`config.mk`:
```
export PLATFORM = sky130hd
export DESIGN_NAME = imem_boot_loader_flat
export DESIGN_NICKNAME = d
export VERILOG_FILES = /design/src/rtl/imem_boot_loader_if.sv /design/src/rtl/imem_boot_loader.sv /design/src/flat_wrapper.sv
export SDC_FILE = /design/constraint.sdc
export NUM_CORES = 1
export LEC_CHECK = 0
export CAP_MARGIN = 40
export CORE_MARGIN = 8
export CORE_UTILIZATION = 50
export CTS_BUF_LIST = sky130_fd_sc_hd__clkbuf_16
export CTS_CLUSTER_SIZE = 8
export DETAILED_ROUTE_END_ITERATION = 16
export GPL_TIMING_DRIVEN = 0
export PLACE_DENSITY = 0.75
export SYNTH_ARGS = -nofsm -noshare
export SYNTH_HDL_FRONTEND = slang
export SYNTH_SLANG_ARGS = --single-unit
```
`constraint.sdc`:
```
create_clock -name clk -period 2.4 [get_ports clk]
set_input_delay 0.48 -clock clk [delete_from_list [all_inputs] [get_ports clk]]
set_output_delay 0.48 -clock clk [all_outputs]
set_load 0.01 [all_outputs]
```
`src/rtl/imem_boot_loader_if.sv`:
```
// Byte-stream boot port plus instruction fetch port of the MiniMIPS
// instruction memory. The master side is the host/CPU that pushes bytes
// and presents a PC. The slave side is the memory/loader.
interface imem_boot_loader_if;
    logic [7:0]  in_byte;   // stream data byte
    logic        in_valid;  // in_byte is valid
    logic        in_ready;  // loader accepts a byte this cycle
    logic [31:0] pc;        // MiniMIPS program counter (word index)
    logic [15:0] instr;     // instruction at pc

    modport master (
        output in_byte,
        output in_valid,
        output pc,
        input  in_ready,
        input  instr
    );

    modport slave (
        input  in_byte,
        input  in_valid,
        input  pc,
        output in_ready,
        output instr
    );
endinterface

```
`src/rtl/imem_boot_loader.sv`:
```
// MiniMIPS instruction memory with a byte-stream boot loader.
// A start pulse launches the load of load_len 16-bit words. Each word
// arrives as two bytes, high byte first. Once the last word is written,
// the unused tail of the store is zero-filled one word per cycle. After
// that the processor is released through cpu_run. The fetch port reads
// combinationally. Any pc at or beyond DEPTH reads as zero.
module imem_boot_loader #(
    parameter int DEPTH  = 30,
    parameter int ADDR_W = 5,
    parameter int WORD_W = 16
) (
    input  logic                clk,
    input  logic                reset,
    input  logic                start,
    input  logic [ADDR_W:0]     load_len,
    imem_boot_loader_if.slave   bus,
    output logic                cpu_run,
    output logic                load_busy,
    output logic                load_err,
    output logic [ADDR_W:0]     words_loaded
);

    // Constants in the width of the word counters, so comparisons stay exact.
    localparam logic [ADDR_W:0] DEPTH_L   = (ADDR_W+1)'(DEPTH);
    localparam logic [ADDR_W:0] LAST_ADDR = (ADDR_W+1)'(DEPTH - 1);
    localparam logic [ADDR_W:0] ONE_L     = (ADDR_W+1)'(1);
    localparam logic [31:0]     PC_LIMIT  = 32'(DEPTH);

    typedef enum logic [2:0] {
        IDLE    = 3'd0,
        LOAD_HI = 3'd1,
        LOAD_LO = 3'd2,
        FILL    = 3'd3,
        RUN     = 3'd4
    } state_t;

    state_t            state_q;
    logic [ADDR_W:0]   len_q;           // words requested by the active load
    logic [ADDR_W:0]   wr_addr_q;       // next word address to write
    logic [7:0]        hi_q;            // high byte waiting for its low byte
    logic [ADDR_W:0]   words_loaded_q;
    logic              load_err_q;

    // The instruction store. It is deliberately left out of reset, so a
    // reset during a load keeps the words that were already written.
    logic [WORD_W-1:0] mem [0:DEPTH-1];

    logic              mem_we;
    logic [ADDR_W-1:0] mem_waddr;
    logic [WORD_W-1:0] mem_wdata;

    logic              len_ok;
    logic              byte_fire;

    // A load length must name at least one word and must fit in the store.
    assign len_ok    = (load_len >= ONE_L) && (load_len <= DEPTH_L);
    // A byte is taken only in the two load states, and only while valid.
    assign byte_fire = bus.in_valid &&
                       ((state_q == LOAD_HI) || (state_q == LOAD_LO));

    // Status outputs are pure decodes of registered state.
    assign bus.in_ready  = (state_q == LOAD_HI) || (state_q == LOAD_LO);
    assign load_busy     = (state_q == LOAD_HI) || (state_q == LOAD_LO) ||
                           (state_q == FILL);
    assign cpu_run       = (state_q == RUN);
    assign load_err      = load_err_q;
    assign words_loaded  = words_loaded_q;

    // Loader sequencing: start handling, byte pairing and the zero-fill walk.
    always_ff @(posedge clk) begin
        if (reset) begin
            state_q        <= IDLE;
            len_q          <= '0;
            wr_addr_q      <= '0;
            hi_q           <= '0;
            words_loaded_q <= '0;
            load_err_q     <= 1'b0;
        end else begin
            case (state_q)
                IDLE, RUN: begin
                    if (start) begin
                        if (len_ok) begin
                            len_q          <= load_len;
                            wr_addr_q      <= '0;
                            words_loaded_q <= '0;
                            load_err_q     <= 1'b0;
                            state_q        <= LOAD_HI;
                        end else begin
                            // A bad length also withdraws the CPU, even from RUN.
                            load_err_q     <= 1'b1;
                            state_q        <= IDLE;
                        end
                    end
                end
                LOAD_HI: begin
                    if (byte_fire) begin
                        hi_q    <= bus.in_byte;
                        state_q <= LOAD_LO;
                    end
                end
                LOAD_LO: begin
                    if (byte_fire) begin
                        words_loaded_q <= words_loaded_q + ONE_L;
                        if (wr_addr_q == len_q - ONE_L) begin
                            // A full-length program has no tail to clear.
                            wr_addr_q <= len_q;
                            state_q   <= (len_q == DEPTH_L) ? RUN : FILL;
                        end else begin
                            wr_addr_q <= wr_addr_q + ONE_L;
                            state_q   <= LOAD_HI;
                        end
                    end
                end
                FILL: begin
                    wr_addr_q <= wr_addr_q + ONE_L;
                    if (wr_addr_q == LAST_ADDR) begin
                        state_q <= RUN;
                    end
                end
                default: begin
                    state_q <= IDLE;
                end
            endcase
        end
    end

    // Write-port selection: assembled words while loading, zeros while filling.
    always_comb begin
        mem_we    = 1'b0;
        mem_waddr = wr_addr_q[ADDR_W-1:0];
        mem_wdata = '0;
        if ((state_q == LOAD_LO) && bus.in_valid) begin
            mem_we    = 1'b1;
            mem_wdata = {hi_q, bus.in_byte};
        end else if (state_q == FILL) begin
            mem_we    = 1'b1;
        end
    end

    // Instruction store write port.
    always_ff @(posedge clk) begin
        if (mem_we) begin
            mem[mem_waddr] <= mem_wdata;
        end
    end

    // The fetch port compares the full 32-bit pc, so out-of-range
    // addresses read as zero and never alias into the store.
    assign bus.instr = (bus.pc < PC_LIMIT) ? mem[bus.pc[ADDR_W-1:0]] : '0;

endmodule

```
`src/flat_wrapper.sv`:
```
// flat-port wrapper written by rule: the top's interface ports become plain ports
module imem_boot_loader_flat 
#(
    parameter int DEPTH  = 30,
    parameter int ADDR_W = 5,
    parameter int WORD_W = 16
)
  (clk, reset, start, load_len, cpu_run, load_busy, load_err, words_loaded, bus_in_byte, bus_in_valid, bus_pc, bus_in_ready, bus_instr);
  imem_boot_loader_if bus_i ();
  input  logic clk;
  input  logic reset;
  input  logic start;
  input  logic [ADDR_W:0] load_len;
  output logic cpu_run;
  output logic load_busy;
  output logic load_err;
  output logic [ADDR_W:0] words_loaded;
  input wire logic [$bits(bus_i.in_byte)-1:0] bus_in_byte;
  input wire logic [$bits(bus_i.in_valid)-1:0] bus_in_valid;
  input wire logic [$bits(bus_i.pc)-1:0] bus_pc;
  output wire logic [$bits(bus_i.in_ready)-1:0] bus_in_ready;
  output wire logic [$bits(bus_i.instr)-1:0] bus_instr;
  assign bus_i.in_byte = bus_in_byte;
  assign bus_i.in_valid = bus_in_valid;
  assign bus_i.pc = bus_pc;
  assign bus_in_ready = bus_i.in_ready;
  assign bus_instr = bus_i.instr;
  imem_boot_loader #(.DEPTH(DEPTH), .ADDR_W(ADDR_W), .WORD_W(WORD_W)) u_core (.clk(clk), .reset(reset), .start(start), .load_len(load_len), .bus(bus_i), .cpu_run(cpu_run), .load_busy(load_busy), .load_err(load_err), .words_loaded(words_loaded));
endmodule
```
==> results.yml <==
flow_run:
  drv_cap: 0
yosys:
  synthArstFlopShare_pct: 0
  synth_enable_flop_cells: 480
  ys_warn_count: 0
  synthCells: 1081
  yosysTopAreaCellShare_pct: 70.39
  syn_area_per_cell_um2: 18.94
  synth.most_common_cell: "edfxtp_1"
  netlist_area_um2: 20480
  synth_area_leaders: "edfxtp_1 70%, mux4_2 13%, dfxtp_1 2.9%"
  synth.distinct_cells: 53
  ys.flop_type: "edfxtp_1"
  ys_top_cells_by_count: "480 x edfxtp_1, 119 x mux4_2, 103 x nor2_1"
  ys_ff_latch: 510
  ys_seq_area_share_pct: 73.32
  yosys.area.top_type: "edfxtp_1"
  syn_nets: 1138
status:
  violations: "setup timing"
  status: "finished with violations"
power:
  total_power_w: 0.02001
  p_per_area_nw_per_um2: 762.7
  p_leak_nw: 9.001
  peakVddDrop_uv: 449.1
place:
  hpwl_um: 32620
  gp_congestion: 0.8435
  placed_cell_area_um2: 22580
  place_ws_ns: -1.925
  port_buffers: 71
sta:
  fmax_mhz: 353.7
  worst_slack_ns: -0.4272
  worst_pin_slew_ns: 0.8122
  min_period_ns: 2.827
  whs_ns: 0.4797
  slew_headroom_pct: 45.86
  rsz0062_at_grt: "yes"
  hold_viol_final: 0
  period_share_pct: 117.8
  drv_slew: 0
  skew_ns: 0.02299
  setup_violations: 16
die:
  io_pins: 76
  start_util_pct: 50.38
  die_h_um: 218.4
  die_w_um: 218.4
  core_area_um2: 40650
  die_area_um2: 47690
  rows: 74
final_layout:
  fillers: 2507
  fin_nets: 1365
  drive_gt1_share_pct: 37.75
  area_delta_synth_final_pct: 28.13
  final_cell_area_um2: 26240
  antenna_cells: 0
grt:
  grt_pass1_wl_um: 79180
  grt_overflow: 0
  grt_pass1_vias: 11903
  antenna_found_initial: 1
  grtUsageTotal_pct: 22.92
  grt_max_degree: 31
drt:
  vias: 11828
  postRouteAntennaNets: 0
  drc: 0
  drt-vias-per-instance: 6.363
  routed_wl_um: 56490
  wl_per_cell_um: 30.39
  first_pass_iters: 7
  drt_iter0_drc: 1350
critical_path:
  critPathMaxFanout: 10
  critPathCaptureType: "primary output"
  worstPathArrival_ns: 2.35
  crit_required_ns: 1.92
  start_kind: "primary input"
  path_common_cell: "buf_12"
  crit_path_top_delay_cell: "mux4_2"
  slowest_delay_ns: 0.57
  crit_type: "primary input to primary output"
  critical-path-top-delay-family: "multiplexers"
  path_buf_inv: 4
  path_cells: "buf_16 > buf_12 > buf_12 > mux4_2 > mux2i_4 > nor2_2 > a21oi_2 > o22ai_4 > buf_6"
min_path:
  hold_path.class: "register to register"
clock_tree:
  clock_path_buffers: 3
  ctsHoldBuffers: 0
  clock-sinks: 510
  numCtsBuffers: 73
  cts.clk_slew.worst_paths_ns: 0.05
  cts_root_buf: "clkbuf_16"
  cts_tree: "done"
  htree_levels: 3
  insertion_delay_ns: 0.58
[cell usage in the layout, fill, tap and decap left out, drive strengths merged, types with 6 or more instances in the layout]
| cell type | instances |
|---|---|
| a21oi | 54 |
| and2 | 21 |
| buf | 135 |
| clkbuf | 96 |
| clkdlybuf4s50 | 26 |
| dfxtp | 30 |
| dlygate4sd2 | 6 |
| dlymetal6s2s | 22 |
| edfxtp | 480 |
| ha | 7 |
| inv | 31 |
| mux2 | 10 |
| mux2i | 53 |
| mux4 | 119 |
| nand2 | 17 |
| nand3 | 15 |
| nor2 | 103 |
| nor3 | 9 |
| nor4 | 8 |
| o22ai | 17 |
| xor2 | 6 |
[worst paths after layout]
check,depth (start not counted),start,slack [ns],to
worst min-delay path,2,u_core.load_err$_SDFFE_PP0P_,0.48,u_core.load_err$_SDFFE_PP0P_
worst max-delay path,9,bus_pc[0],-0.43,bus_instr[13]
worst max register to register,6,u_core.state_q[1]$_SDFFE_PP0P_,0.07,u_core.mem[6][6]$_DFFE_PP_
worst min register to register,2,u_core.load_err$_SDFFE_PP0P_,0.48,u_core.load_err$_SDFFE_PP0P_
[kinds of logic (layout without fill, tap and decap cells)]
group / after synthesis / count (layout) / share of synthesized area (%)
flops: 510 / 510 / 73.32
simple gates: 197 / 197 / 4.625
mux: 182 / 182 / 16.25
compound gates: 99 / 99 / 3.000
buf+inv: 75 / 321 / 1.906
xor+xnor: 11 / 11 / 0.4705
fa+ha+maj: 7 / 7 / 0.4277
[layout make-up]
class                   count  area [µm²]  share of cell area (%)
inverters                  18       85.08                  0.3243
repair buffers            153        1894                   7.220
plain buffers              56       603.1                   2.299
well taps                 532       665.6                   2.537
clock buffers              77        1927                   7.344
clock inverters            17       73.82                  0.2814
flip-flops and latches    510       15010                   57.22
multi-input cells         496        5974                   22.77
[what timing repair did]
item,in CTS,in global routing
pin swaps,25,28
buffers inserted,22,7
gates cloned,5,1
resized for setup,312,82
endpoints found under the hold margin,0,0
setup endpoints to repair,633,234
[state kept, by name, summed over array words and instances (netlist names)]
register             count
u_core.hi_q              8
u_core.len_q             6
u_core.load_err          1
u_core.mem             480
u_core.state_q           3
u_core.words_loaded      6
u_core.wr_addr_q         6
[metrics by stage]
stage,setup TNS [ns],std cells,util (%)
after floorplan,0,1081,-
after global placement,-1006.40,1684,53.76
after detailed placement,-521.35,1731,55.56
after CTS,-5.574,1851,63.48
after global routing,-6.486,1859,64.55
final,-5.900,1859,64.55
[report_power, final]
part | switching [W] | internal, W | total, W
registers | 0.0000135 | 0.00964 | 0.00965
clock network | 0.00360 | 0.00562 | 0.00922
logic | 0.000601 | 0.000534 | 0.00114
total | 0.00421 | 0.0158 | 0.0200
[per-layer routing]
| layer | track usage [%] | vias to the layer above | routed length (µm) |
|---|---|---|---|
| met3 | 5.931 | 119 | 5938 |
| met1 | 28.75 | 6058 | 20460 |
| met5 | 0 | - | 10 |
| met2 | 38.06 | 831 | 28330 |
| li1 | - | 4818 | - |
| met4 | 8.777 | 2 | 1751 |
[worst register-to-register path, stage by stage, from the launching register on]
cell	delay (ns)
dfxtp_1	0.29
buf_2	0.22
nand2b_1	0.22
nor2_4	0.32
nand2_2	0.29
nor2_2	0.45
buf_8	0.23
(Power assumes the default switching activity.)
